<file path="src/rtl/flash_audio_player_if.sv">
// Flash Avalon-MM read bus plus codec write port used by flash_audio_player.
// The master modport is the player side; the slave modport is the flash/codec side.
interface flash_audio_player_if #(
  parameter int unsigned ADDR_W   = 23,
  parameter int unsigned DATA_W   = 32,
  parameter int unsigned SAMPLE_W = 16
);
  logic                flash_mem_read;
  logic [ADDR_W-1:0]   flash_mem_address;
  logic                flash_mem_waitrequest;
  logic [DATA_W-1:0]   flash_mem_readdata;
  logic                flash_mem_readdatavalid;
  logic                write_ready;
  logic                write_s;
  logic [SAMPLE_W-1:0] writedata_left;
  logic [SAMPLE_W-1:0] writedata_right;

  modport master (
    output flash_mem_read, flash_mem_address, write_s, writedata_left, writedata_right,
    input  flash_mem_waitrequest, flash_mem_readdata, flash_mem_readdatavalid, write_ready
  );

  modport slave (
    input  flash_mem_read, flash_mem_address, write_s, writedata_left, writedata_right,
    output flash_mem_waitrequest, flash_mem_readdata, flash_mem_readdatavalid, write_ready
  );
endinterface

</file>
<file path="src/rtl/flash_audio_player.sv">
// Streams packed samples from an Avalon flash window to the codec, mono or stereo, with volume.
// Define FLASH_AUDIO_LOOP_EN for continuous playback that wraps to START_ADDR.
module flash_audio_player #(
  parameter int unsigned       ADDR_W     = 23,
  parameter int unsigned       DATA_W     = 32,
  parameter int unsigned       SAMPLE_W   = 16,
  parameter logic [ADDR_W-1:0] START_ADDR = '0,
  parameter logic [ADDR_W-1:0] END_ADDR   = ADDR_W'(23'h0FFFFF)
) (
  input  logic                 clk,
  input  logic                 reset,
  input  logic                 start,
  input  logic                 pause,
  input  logic                 stereo,
  input  logic [2:0]           vol_shift,
  output logic                 busy,
  output logic                 done,
  flash_audio_player_if.master bus
);
  localparam int unsigned SPW = DATA_W / SAMPLE_W;
  localparam int unsigned KW  = $clog2(SPW) + 2;

  typedef enum logic [2:0] {
    S_IDLE, S_REQ, S_WAIT_DATA, S_WAIT_RDY, S_SEND, S_HOLD, S_NEXT, S_DONE
  } state_t;

  state_t              r_state;
  logic [ADDR_W-1:0]   r_addr;
  logic                r_read;
  logic                r_write_s;
  logic [SAMPLE_W-1:0] r_left;
  logic [SAMPLE_W-1:0] r_right;
  logic                r_busy;
  logic                r_done;
  logic [DATA_W-1:0]   r_word;
  logic [KW-1:0]       r_k;

  logic [KW-1:0]       w_k1;
  logic                w_pair_ok;
  logic [SAMPLE_W-1:0] w_samp0;
  logic [SAMPLE_W-1:0] w_samp1;

  // Signed divide by 2^sh rounding toward zero: bias negatives by 2^sh-1 before the shift.
  function automatic logic [SAMPLE_W-1:0] f_scale(input logic [SAMPLE_W-1:0] x,
                                                  input logic [2:0] sh);
    logic signed [SAMPLE_W:0] v;
    logic signed [SAMPLE_W:0] bias;
    bias = x[SAMPLE_W-1] ? $signed(((SAMPLE_W+1)'(1) << sh) - (SAMPLE_W+1)'(1)) : '0;
    v    = $signed({x[SAMPLE_W-1], x}) + bias;
    v    = v >>> sh;
    return v[SAMPLE_W-1:0];
  endfunction

  assign w_k1      = r_k + KW'(1);
  assign w_pair_ok = (w_k1 < KW'(SPW));

  always_comb begin
    w_samp0 = '0;
    w_samp1 = '0;
    for (int unsigned i = 0; i < SPW; i++) begin
      if (r_k == KW'(i))  w_samp0 = r_word[i*SAMPLE_W +: SAMPLE_W];
      if (w_k1 == KW'(i)) w_samp1 = r_word[i*SAMPLE_W +: SAMPLE_W];
    end
  end

  always_ff @(posedge clk) begin
    if (reset) begin
      r_state   <= S_IDLE;
      r_addr    <= START_ADDR;
      r_read    <= 1'b0;
      r_write_s <= 1'b0;
      r_left    <= '0;
      r_right   <= '0;
      r_busy    <= 1'b0;
      r_done    <= 1'b0;
      r_word    <= '0;
      r_k       <= '0;
    end else begin
      case (r_state)
        S_IDLE, S_DONE: begin
          if (start) begin
            r_addr  <= START_ADDR;
            r_read  <= 1'b1;
            r_busy  <= 1'b1;
            r_done  <= 1'b0;
            r_state <= S_REQ;
          end
        end
        S_REQ: begin
          if (!bus.flash_mem_waitrequest) begin
            r_read  <= 1'b0;
            r_state <= S_WAIT_DATA;
          end
        end
        S_WAIT_DATA: begin
          if (bus.flash_mem_readdatavalid) begin
            r_word  <= bus.flash_mem_readdata;
            r_k     <= '0;
            r_state <= S_WAIT_RDY;
          end
        end
        S_WAIT_RDY: begin
          if (!pause && bus.write_ready) r_state <= S_SEND;
        end
        S_SEND: begin
          if (!stereo) begin
            r_left    <= f_scale(w_samp0, vol_shift);
            r_right   <= f_scale(w_samp0, vol_shift);
            r_write_s <= 1'b1;
            r_k       <= w_k1;
            r_state   <= S_HOLD;
          end else if (w_pair_ok) begin
            r_left    <= f_scale(w_samp0, vol_shift);
            r_right   <= f_scale(w_samp1, vol_shift);
            r_write_s <= 1'b1;
            r_k       <= r_k + KW'(2);
            r_state   <= S_HOLD;
          end else begin
            // Unpaired trailing sample in stereo is dropped without a strobe.
            r_state <= S_NEXT;
          end
        end
        S_HOLD: begin
          if (!bus.write_ready) begin
            r_write_s <= 1'b0;
            r_state   <= (r_k < KW'(SPW)) ? S_WAIT_RDY : S_NEXT;
          end
        end
        S_NEXT: begin
          if (r_addr == END_ADDR) begin
`ifdef FLASH_AUDIO_LOOP_EN
            r_addr  <= START_ADDR;
            r_read  <= 1'b1;
            r_state <= S_REQ;
`else
            r_busy  <= 1'b0;
            r_done  <= 1'b1;
            r_state <= S_DONE;
`endif
          end else begin
            r_addr  <= r_addr + ADDR_W'(1);
            r_read  <= 1'b1;
            r_state <= S_REQ;
          end
        end
        default: r_state <= S_IDLE;
      endcase
    end
  end

  assign bus.flash_mem_read    = r_read;
  assign bus.flash_mem_address = r_addr;
  assign bus.write_s           = r_write_s;
  assign bus.writedata_left    = r_left;
  assign bus.writedata_right   = r_right;
  assign busy                  = r_busy;
  assign done                  = r_done;
endmodule

</file>
<file path="src/flat_wrapper.sv">
// flat-port wrapper written by rule: the top's interface ports become plain ports
module flash_audio_player_flat 
#(
  parameter int unsigned       ADDR_W     = 23,
  parameter int unsigned       DATA_W     = 32,
  parameter int unsigned       SAMPLE_W   = 16,
  parameter logic [ADDR_W-1:0] START_ADDR = '0,
  parameter logic [ADDR_W-1:0] END_ADDR   = ADDR_W'(23'h0FFFFF)
)
  (clk, reset, start, pause, stereo, vol_shift, busy, done, bus_flash_mem_read, bus_flash_mem_address, bus_write_s, bus_writedata_left, bus_writedata_right, bus_flash_mem_waitrequest, bus_flash_mem_readdata, bus_flash_mem_readdatavalid, bus_write_ready);
  flash_audio_player_if #(.ADDR_W(ADDR_W), .DATA_W(DATA_W), .SAMPLE_W(SAMPLE_W)) bus_i ();
  input  logic clk;
  input  logic reset;
  input  logic start;
  input  logic pause;
  input  logic stereo;
  input  logic [2:0] vol_shift;
  output logic busy;
  output logic done;
  output wire logic [$bits(bus_i.flash_mem_read)-1:0] bus_flash_mem_read;
  output wire logic [$bits(bus_i.flash_mem_address)-1:0] bus_flash_mem_address;
  output wire logic [$bits(bus_i.write_s)-1:0] bus_write_s;
  output wire logic [$bits(bus_i.writedata_left)-1:0] bus_writedata_left;
  output wire logic [$bits(bus_i.writedata_right)-1:0] bus_writedata_right;
  input wire logic [$bits(bus_i.flash_mem_waitrequest)-1:0] bus_flash_mem_waitrequest;
  input wire logic [$bits(bus_i.flash_mem_readdata)-1:0] bus_flash_mem_readdata;
  input wire logic [$bits(bus_i.flash_mem_readdatavalid)-1:0] bus_flash_mem_readdatavalid;
  input wire logic [$bits(bus_i.write_ready)-1:0] bus_write_ready;
  assign bus_flash_mem_read = bus_i.flash_mem_read;
  assign bus_flash_mem_address = bus_i.flash_mem_address;
  assign bus_write_s = bus_i.write_s;
  assign bus_writedata_left = bus_i.writedata_left;
  assign bus_writedata_right = bus_i.writedata_right;
  assign bus_i.flash_mem_waitrequest = bus_flash_mem_waitrequest;
  assign bus_i.flash_mem_readdata = bus_flash_mem_readdata;
  assign bus_i.flash_mem_readdatavalid = bus_flash_mem_readdatavalid;
  assign bus_i.write_ready = bus_write_ready;
  flash_audio_player #(.ADDR_W(ADDR_W), .DATA_W(DATA_W), .SAMPLE_W(SAMPLE_W), .START_ADDR(START_ADDR), .END_ADDR(END_ADDR)) u_core (.clk(clk), .reset(reset), .start(start), .pause(pause), .stereo(stereo), .vol_shift(vol_shift), .busy(busy), .done(done), .bus(bus_i));
endmodule
</file>
<file path="config.mk">
export PLATFORM = sky130hd
export DESIGN_NAME = flash_audio_player_flat
export DESIGN_NICKNAME = d
export VERILOG_FILES = /design/src/rtl/flash_audio_player_if.sv /design/src/rtl/flash_audio_player.sv /design/src/flat_wrapper.sv
export SDC_FILE = /design/constraint.sdc
export NUM_CORES = 1
export LEC_CHECK = 0
export BUFFER_PORTS_ARGS = -buffer_cell sky130_fd_sc_hd__buf_4
export CORE_ASPECT_RATIO = 2
export CORE_UTILIZATION = 54
export CTS_CLUSTER_SIZE = 14
export DETAILED_ROUTE_END_ITERATION = 8
export MAX_ROUTING_LAYER = met4
export PLACE_DENSITY = 0.78
export SLEW_MARGIN = 30
export SYNTH_ARGS = -nofsm -noshare
export SYNTH_HDL_FRONTEND = slang
export SYNTH_SLANG_ARGS = --single-unit
</file>
<file path="constraint.sdc">
create_clock -name clk -period 5.41 [get_ports clk]
set_clock_uncertainty 0.05 [all_clocks]
set_input_delay 0.8115 -clock clk [delete_from_list [all_inputs] [get_ports clk]]
set_output_delay 0.8115 -clock clk [all_outputs]
set_load 0.05 [all_outputs]
</file>
==> Word-level counts from Yosys, hierarchy flattened <==
Cells that the tools add are included.
{ "classes": {"n_addsub": 6, "magnitude_cmp": 2, "eq_ne": 19, "shift": 3, "muxes": 40, "n_reduce_logical": 18} }
{ "ops": {"columns": ["cell", "count"], "rows": [
  ["$mux W16", 8],
  ["$mux W23", 2],
  ["$pmux W23 S2", 1],
  ["$add A16 B17 Y17", 2],
  ["$mux W17", 2],
  ["$sshr A17 B3 Y16", 2],
  ["$mux W3", 11],
  ["$add A23 B1 Y23 const B", 1],
  ["$eq A23 B20 Y1 const B", 1],
  ["$pmux W3 S7", 1],
  ["$shl A1 B3 Y17 const A", 1],
  ["$sub A17 B2 Y17 const B", 1],
  ["$eq A3 B3 Y1 const B", 4],
  ["$reduce_and A3 Y1", 4],
  ["$ne A2 B2 Y1 const B", 5],
  ["$eq A3 B1 Y1 const B", 3],
  ["$logic_not A3 Y1", 3],
  ["$mux W1", 9],
  ["$eq A3 B2 Y1 const B", 2],
  ["$lt A3 B2 Y1 const B", 2],
  ["$ne A2 B1 Y1 const B", 3],
  ["$pmux W1 S2", 3],
  ["$pmux W3 S2", 1],
  ["$reduce_bool A2 Y1", 3],
  ["12 further kinds", 13]
]} }
{ "totals": {"regBits": 97} }

==> Logic depth before layout (Yosys ltp) <==
{ "depth": {"word_depth": 9, "ltp_mapped": 20, "depth_no_buf": 18} }

==> Worst setup path after synthesis <==
OpenSTA, ideal clock, no wires.
{ "synth_timing": {"path_type": "input -> register", "startpoint": "in vol_shift[0]", "endpoint": "reg u_core.r_right[9], in the netlist u_core.bus.writedata_right[9]", "arrival_ns": 4.929, "required_time_ns": 5.243, "setup_slack_ns": 0.313, "path_stages": 18, "n_path_buf": 4, "cell_sequence": "clkbuf_1 clkbuf_1 buf_1 nand2_1 ha_1 buf_2 and2_1 a31oi_1 nor2_1 ha_1 and2_1 and3_1 a22o_1 or3_1 and2_0 mux4_2 or3_1 a32o_1"} }
{ "synth_between": {"elab_chain_len": 7, "word_cells_on_any_way": 10, "cone_classes": "add/sub (3); shift (3); mux (4)"} }
{ "synth_lines": {"columns": ["item", "line", "source"], "rows": [
  ["from (decl)", "flat_wrapper.sv:17", "input logic [2:0] vol_shift;"],
  ["$shl A1 B3 Y17", "flash_audio_player.sv:48", "bias = x[SAMPLE_W-1] ? $signed(((SAMPLE_W+1)'(1) << sh) - (SAMPLE_W+1)'(1)) : '0;"],
  ["$sub A17 B2 Y17", "flash_audio_player.sv:48", null],
  ["$mux W17", "flash_audio_player.sv:48", null],
  ["$add A16 B17 Y17", "flash_audio_player.sv:49", "v = $signed({x[SAMPLE_W-1], x}) + bias;"],
  ["$sshr A17 B3 Y16", "flash_audio_player.sv:50", "v = v >>> sh;"],
  ["$mux W16", "flash_audio_player.sv:112", "end else if (w_pair_ok) begin"],
  ["$mux W16 *", "flash_audio_player.sv:106", "if (!stereo) begin"],
  ["to (signal assigned)", "flash_audio_player.sv:108", "r_right <= f_scale(w_samp0, vol_shift);"],
  ["to (signal assigned)", "flash_audio_player.sv:114", "r_right <= f_scale(w_samp1, vol_shift);"],
  ["to (decl)", "flash_audio_player.sv:32", "logic [SAMPLE_W-1:0] r_right;"]
]} }
Mark *: on every way between the ends. The rest lies on a longest branch, timed or not. The select of a mux whose other input is x is not followed.
A chain may end at the register's enable or synchronous reset.

==> Worst setup path after layout <==
{ "layout_timing": {"startpoint": "reg u_core.r_k[1]", "endpoint": "reg u_core.r_right[12], in the netlist u_core.bus.writedata_right[12]"} }
{ "layout_between": {"elab_chain_len": 9, "word_cells_on_any_way": 20, "cone_classes": "add/sub (3); order compare (1); eq/ne (3); shift (2); mux (8); reduce/logical (3)"} }
{ "layout_lines": {"columns": ["item", "line", "source"], "rows": [
  ["from (decl)", "flash_audio_player.sv:36", "logic [KW-1:0] r_k;"],
  ["from (signal assigned)", "flash_audio_player.sv:110", "r_k <= w_k1;"],
  ["from (signal assigned)", "flash_audio_player.sv:116", "r_k <= r_k + KW'(2);"],
  ["$add A3 B1 Y3", "flash_audio_player.sv:54", "assign w_k1 = r_k + KW'(1);"],
  ["$logic_not A3 Y1", "flash_audio_player.sv:62", "if (w_k1 == KW'(i)) w_samp1 = r_word[i*SAMPLE_W +: SAMPLE_W];"],
  ["$mux W16 (2 in series)", "flash_audio_player.sv:62", null],
  ["$mux W17", "flash_audio_player.sv:48", null],
  ["$add A16 B17 Y17", "flash_audio_player.sv:49", null],
  ["$sshr A17 B3 Y16", "flash_audio_player.sv:50", null],
  ["$mux W16", "flash_audio_player.sv:112", null],
  ["$mux W16", "flash_audio_player.sv:106", null]
]} }
Several ways; a longest one is shown, not always the timed one. The select of a mux whose other input is x is not followed.

==> run_results.csv <==
group,metric,value,unit
floorplan,io_pins,102,
outcome,status,"finished, final reports clean",
floorplan,rows,62,
finish,layout_commonest_cell,"nand2_1",
setup_path,cp.required,5.62,ns
power,p_sw_frac,0.349,
floorplan,coreArea,14400,um^2
synthesis,yosys-top-cells-area,"dfxtp_1 24%, nand2_1 8.8%, a21oi_1 6.6%",
global_route,grt_pass1_vias,8434,
synthesis,synth_cell_type_count,90,
finish,layout.nets,1274,
route,avgViaCountPerCell,6.31,
synthesis,synth_top_cell_by_area,"dfxtp_1",
synthesis,seq_area_frac_synth,0.243,
global_route,grt_remaining_overflow,0,
power,p_switching,791,uW
finish,fill_cells,1350,
power,ir_drop,0.000213,V
timing,fin_crit,4.78,ns
setup_path,critPathLaunchType,"register",
finish,multi_input_area,5650,um^2
global_route,grt_usage,0.367,
synthesis,synth_edf_count,0,
clock_network,post_cts_resized,0,
route,drt-pass1-iter-count,6,
setup_path,arrival,4.98,ns
placement,gp_congestion,1.05,
clock_network,cts_buffer_depth,2,
route,vias,8763,
placement,hpwlAfterDp,21500,um
floorplan,die_w,88,um
timing,rsz0062_at_grt,"no",
clock_network,cts_sinks,97,
finish,mostFrequentLayoutCells,"187 x nand2_1, 142 x buf_4, 133 x nor2_1",
global_route,antenna_found_initial,0,
finish,seq_area,1940,um^2
clock_network,clockRootBuffer,"clkbuf_16",
route,drc,0,
setup_path,crit_type,"reg2reg",
synthesis,avgSynthCellArea,7.22,um^2
timing,tightest_slew,0.817,ns
global_route,grt_max_degree,63,
finish,synthToLayoutAreaGrowth,17.0,%
timing,max_freq,209,MHz
power,leakagePower,3.99,nW
floorplan,die_y,174,um
power,power.total,2.26,mW
timing,slew_headroom,0.454,
clock_network,clkLatencyLatePin,0.36,ns
clock_network,cts_setup_buffers,0,
clock_network,cts-buffers-inserted,9,
synthesis,netlist_instances,1107,
synthesis,ys_async_sr_fraction,0,
power,clockPowerShare,0.334,
clock_network,hold_buffers,0,
synthesis,synth_flop_cell,"dfxtp_1",
floorplan,start_util,0.554,
route,wl,27100,um
route,wl_per_cell,19.5,um
timing,final_hold_viol_count,0,
synthesis,syn_area,7990,um^2
power,seq_power_share,0.357,
timing,setup_viol,0,
finish,num_antenna_cells,0,
placement,io_buffers,101,
synthesis,synth_top_area_frac,0.243,
power,power-per-cell-area,242,nW/um^2
setup_path,cp_max_fo,16,
route,ant_nets,0,
setup_path,crit_path_end_kind,"register",
timing,fin_setup_tns,0,ns
global_route,grt_pass1_wl,41900,um
clock_network,cts_tree,"done",
synthesis,synth-warning-count,0,
route,drt_iter0_drc,568,
timing,fin_crit_sh,0.883,
clock_network,h-tree-depth,3,
finish,drive_above_1_share,0.163,
floorplan,fp.dieArea,15300,um^2
power,p_int,1.47,mW
timing,finalMaxSlewViolations,0,
power,combPwrFrac,0.309,
clock_network,path_clk_slew,0.07,ns
min_path,min_path_type,"reg2reg",
synthesis,yosys_register_bits,97,
job,cap_violations,0,
-- power groups by stage --
stage / sequential (mW) / clock, mW / combinational, mW
2_1_floorplan: 0.857 / 0 / 0.444
5_1_grt: 0.814 / 0.791 / 0.754
3_3_place_gp: 0.822 / 0 / 0.677
3_5_place_dp: 0.824 / 0 / 0.685
6_report: 0.809 / 0.757 / 0.699
4_1_cts: 0.808 / 0.760 / 0.689
-- critical path, stage by stage (launching register included) --
cell and delay (ns):
dfxtp_1 0.41, ha_1 0.18, ha_1 0.52, and3_1 0.25
a21oi_1 0.04, buf_4 0.19, nor2_1 0.12, ha_1 0.23
inv_1 0.07, fa_1 0.41, nand2b_1 0.19, a21o_2 0.23
a31oi_1 0.33, o41ai_1 0.18, xor2_1 0.21, mux2i_1 0.41
o32ai_1 0.16, buf_4 0.16, o41ai_1 0.32
-- layer usage --
metal  wire length, um  GRT usage
met1              9080      0.325
met2             14700      0.675
met3              1200     0.0470
met4              2130      0.270
met5                 0          -
-- cell families (layout without fill, tap and decap cells) --
| family | after synthesis | count (layout) | share of synthesized area |
|---|---|---|---|
| muxes | 35 | 35 | 0.0556 |
| AOI/OAI and AO/OA | 326 | 326 | 0.278 |
| and+or+nand+nor | 470 | 470 | 0.265 |
| buffers and inverters | 100 | 184 | 0.0520 |
| DFF | 97 | 97 | 0.243 |
| adders and majority gates | 40 | 40 | 0.0645 |
| xor gates and xnor gates | 38 | 38 | 0.0417 |
| other | 1 | 6 | 0.000469 |
-- path summary, 6_finish.rpt --
check / startpoint / to / slack, ns / cells past startpoint
min reg2reg: u_core.bus.writedata_left[11] / u_core.bus.writedata_left[11] / 0.41 / 2
max reg2reg: u_core.r_k[1] / u_core.bus.writedata_right[12] / 0.63 / 18
max: u_core.r_k[1] / u_core.bus.writedata_right[12] / 0.63 / 18
min: u_core.bus.writedata_left[11] / u_core.bus.writedata_left[11] / 0.41 / 2
-- final cells by class --
cell class / count / share of cell area
inverters: 26 / 0.0104
multi-input cells: 915 / 0.604
repair buffers: 142 / 0.114
clock inverters: 6 / 0.0120
well taps: 192 / 0.0257
clock buffers: 10 / 0.0256
flip-flops and latches: 97 / 0.208
-- synth_stat cells, types with 5 or more instances --
cell / instances
nand2_1: 187
nor2_1: 133
a21oi_1: 105
dfxtp_1: 97
clkbuf_1: 57
nand3_1: 46
o21ai_0: 46
ha_1: 38
inv_1: 25
mux2i_1: 23
o211ai_1: 21
xor2_1: 21
xnor2_1: 17
nor3_1: 16
a211oi_1: 15
a31oi_1: 15
a21o_1: 14
or3_1: 13
nand2b_1: 11
and3_1: 10
and2_1: 9
buf_1: 9
a211o_1: 8
o21a_1: 8
mux4_2: 7
nand4_1: 7
nand3b_1: 6
o211a_1: 6
o22ai_1: 6
a311oi_1: 5
and4_1: 5
mux2_2: 5
nor4_1: 5
o31a_1: 5
o31ai_1: 5
or2_2: 5
-- per-stage QoR --
step | setup WS (ns) | std cells | hold WS [ns] | utilization | instance area [um^2]
floorplan | 0.313 | 1112 | 0.390 | - | 8010
global placement | 0.556 | 1372 | 0.397 | 0.623 | 8990
detailed placement | 0.494 | 1372 | 0.397 | 0.623 | 9000
CTS | 0.739 | 1388 | 0.409 | 0.648 | 9350
global route | 0.338 | 1388 | 0.444 | 0.648 | 9350
finish | 0.632 | 1388 | 0.410 | 0.648 | 9350
-- flip-flops by register name (all words and copies together), names as in the netlist --
register and cells:
u_core.done 1, u_core.busy 1, u_core.bus.writedata_right 16, u_core.bus.flash_mem_read 1, u_core.r_word 32, u_core.r_state 3, u_core.bus.flash_mem_address 23, u_core.bus.write_s 1
u_core.bus.writedata_left 16, u_core.r_k 3
Power figures use the tool's default switching activity.
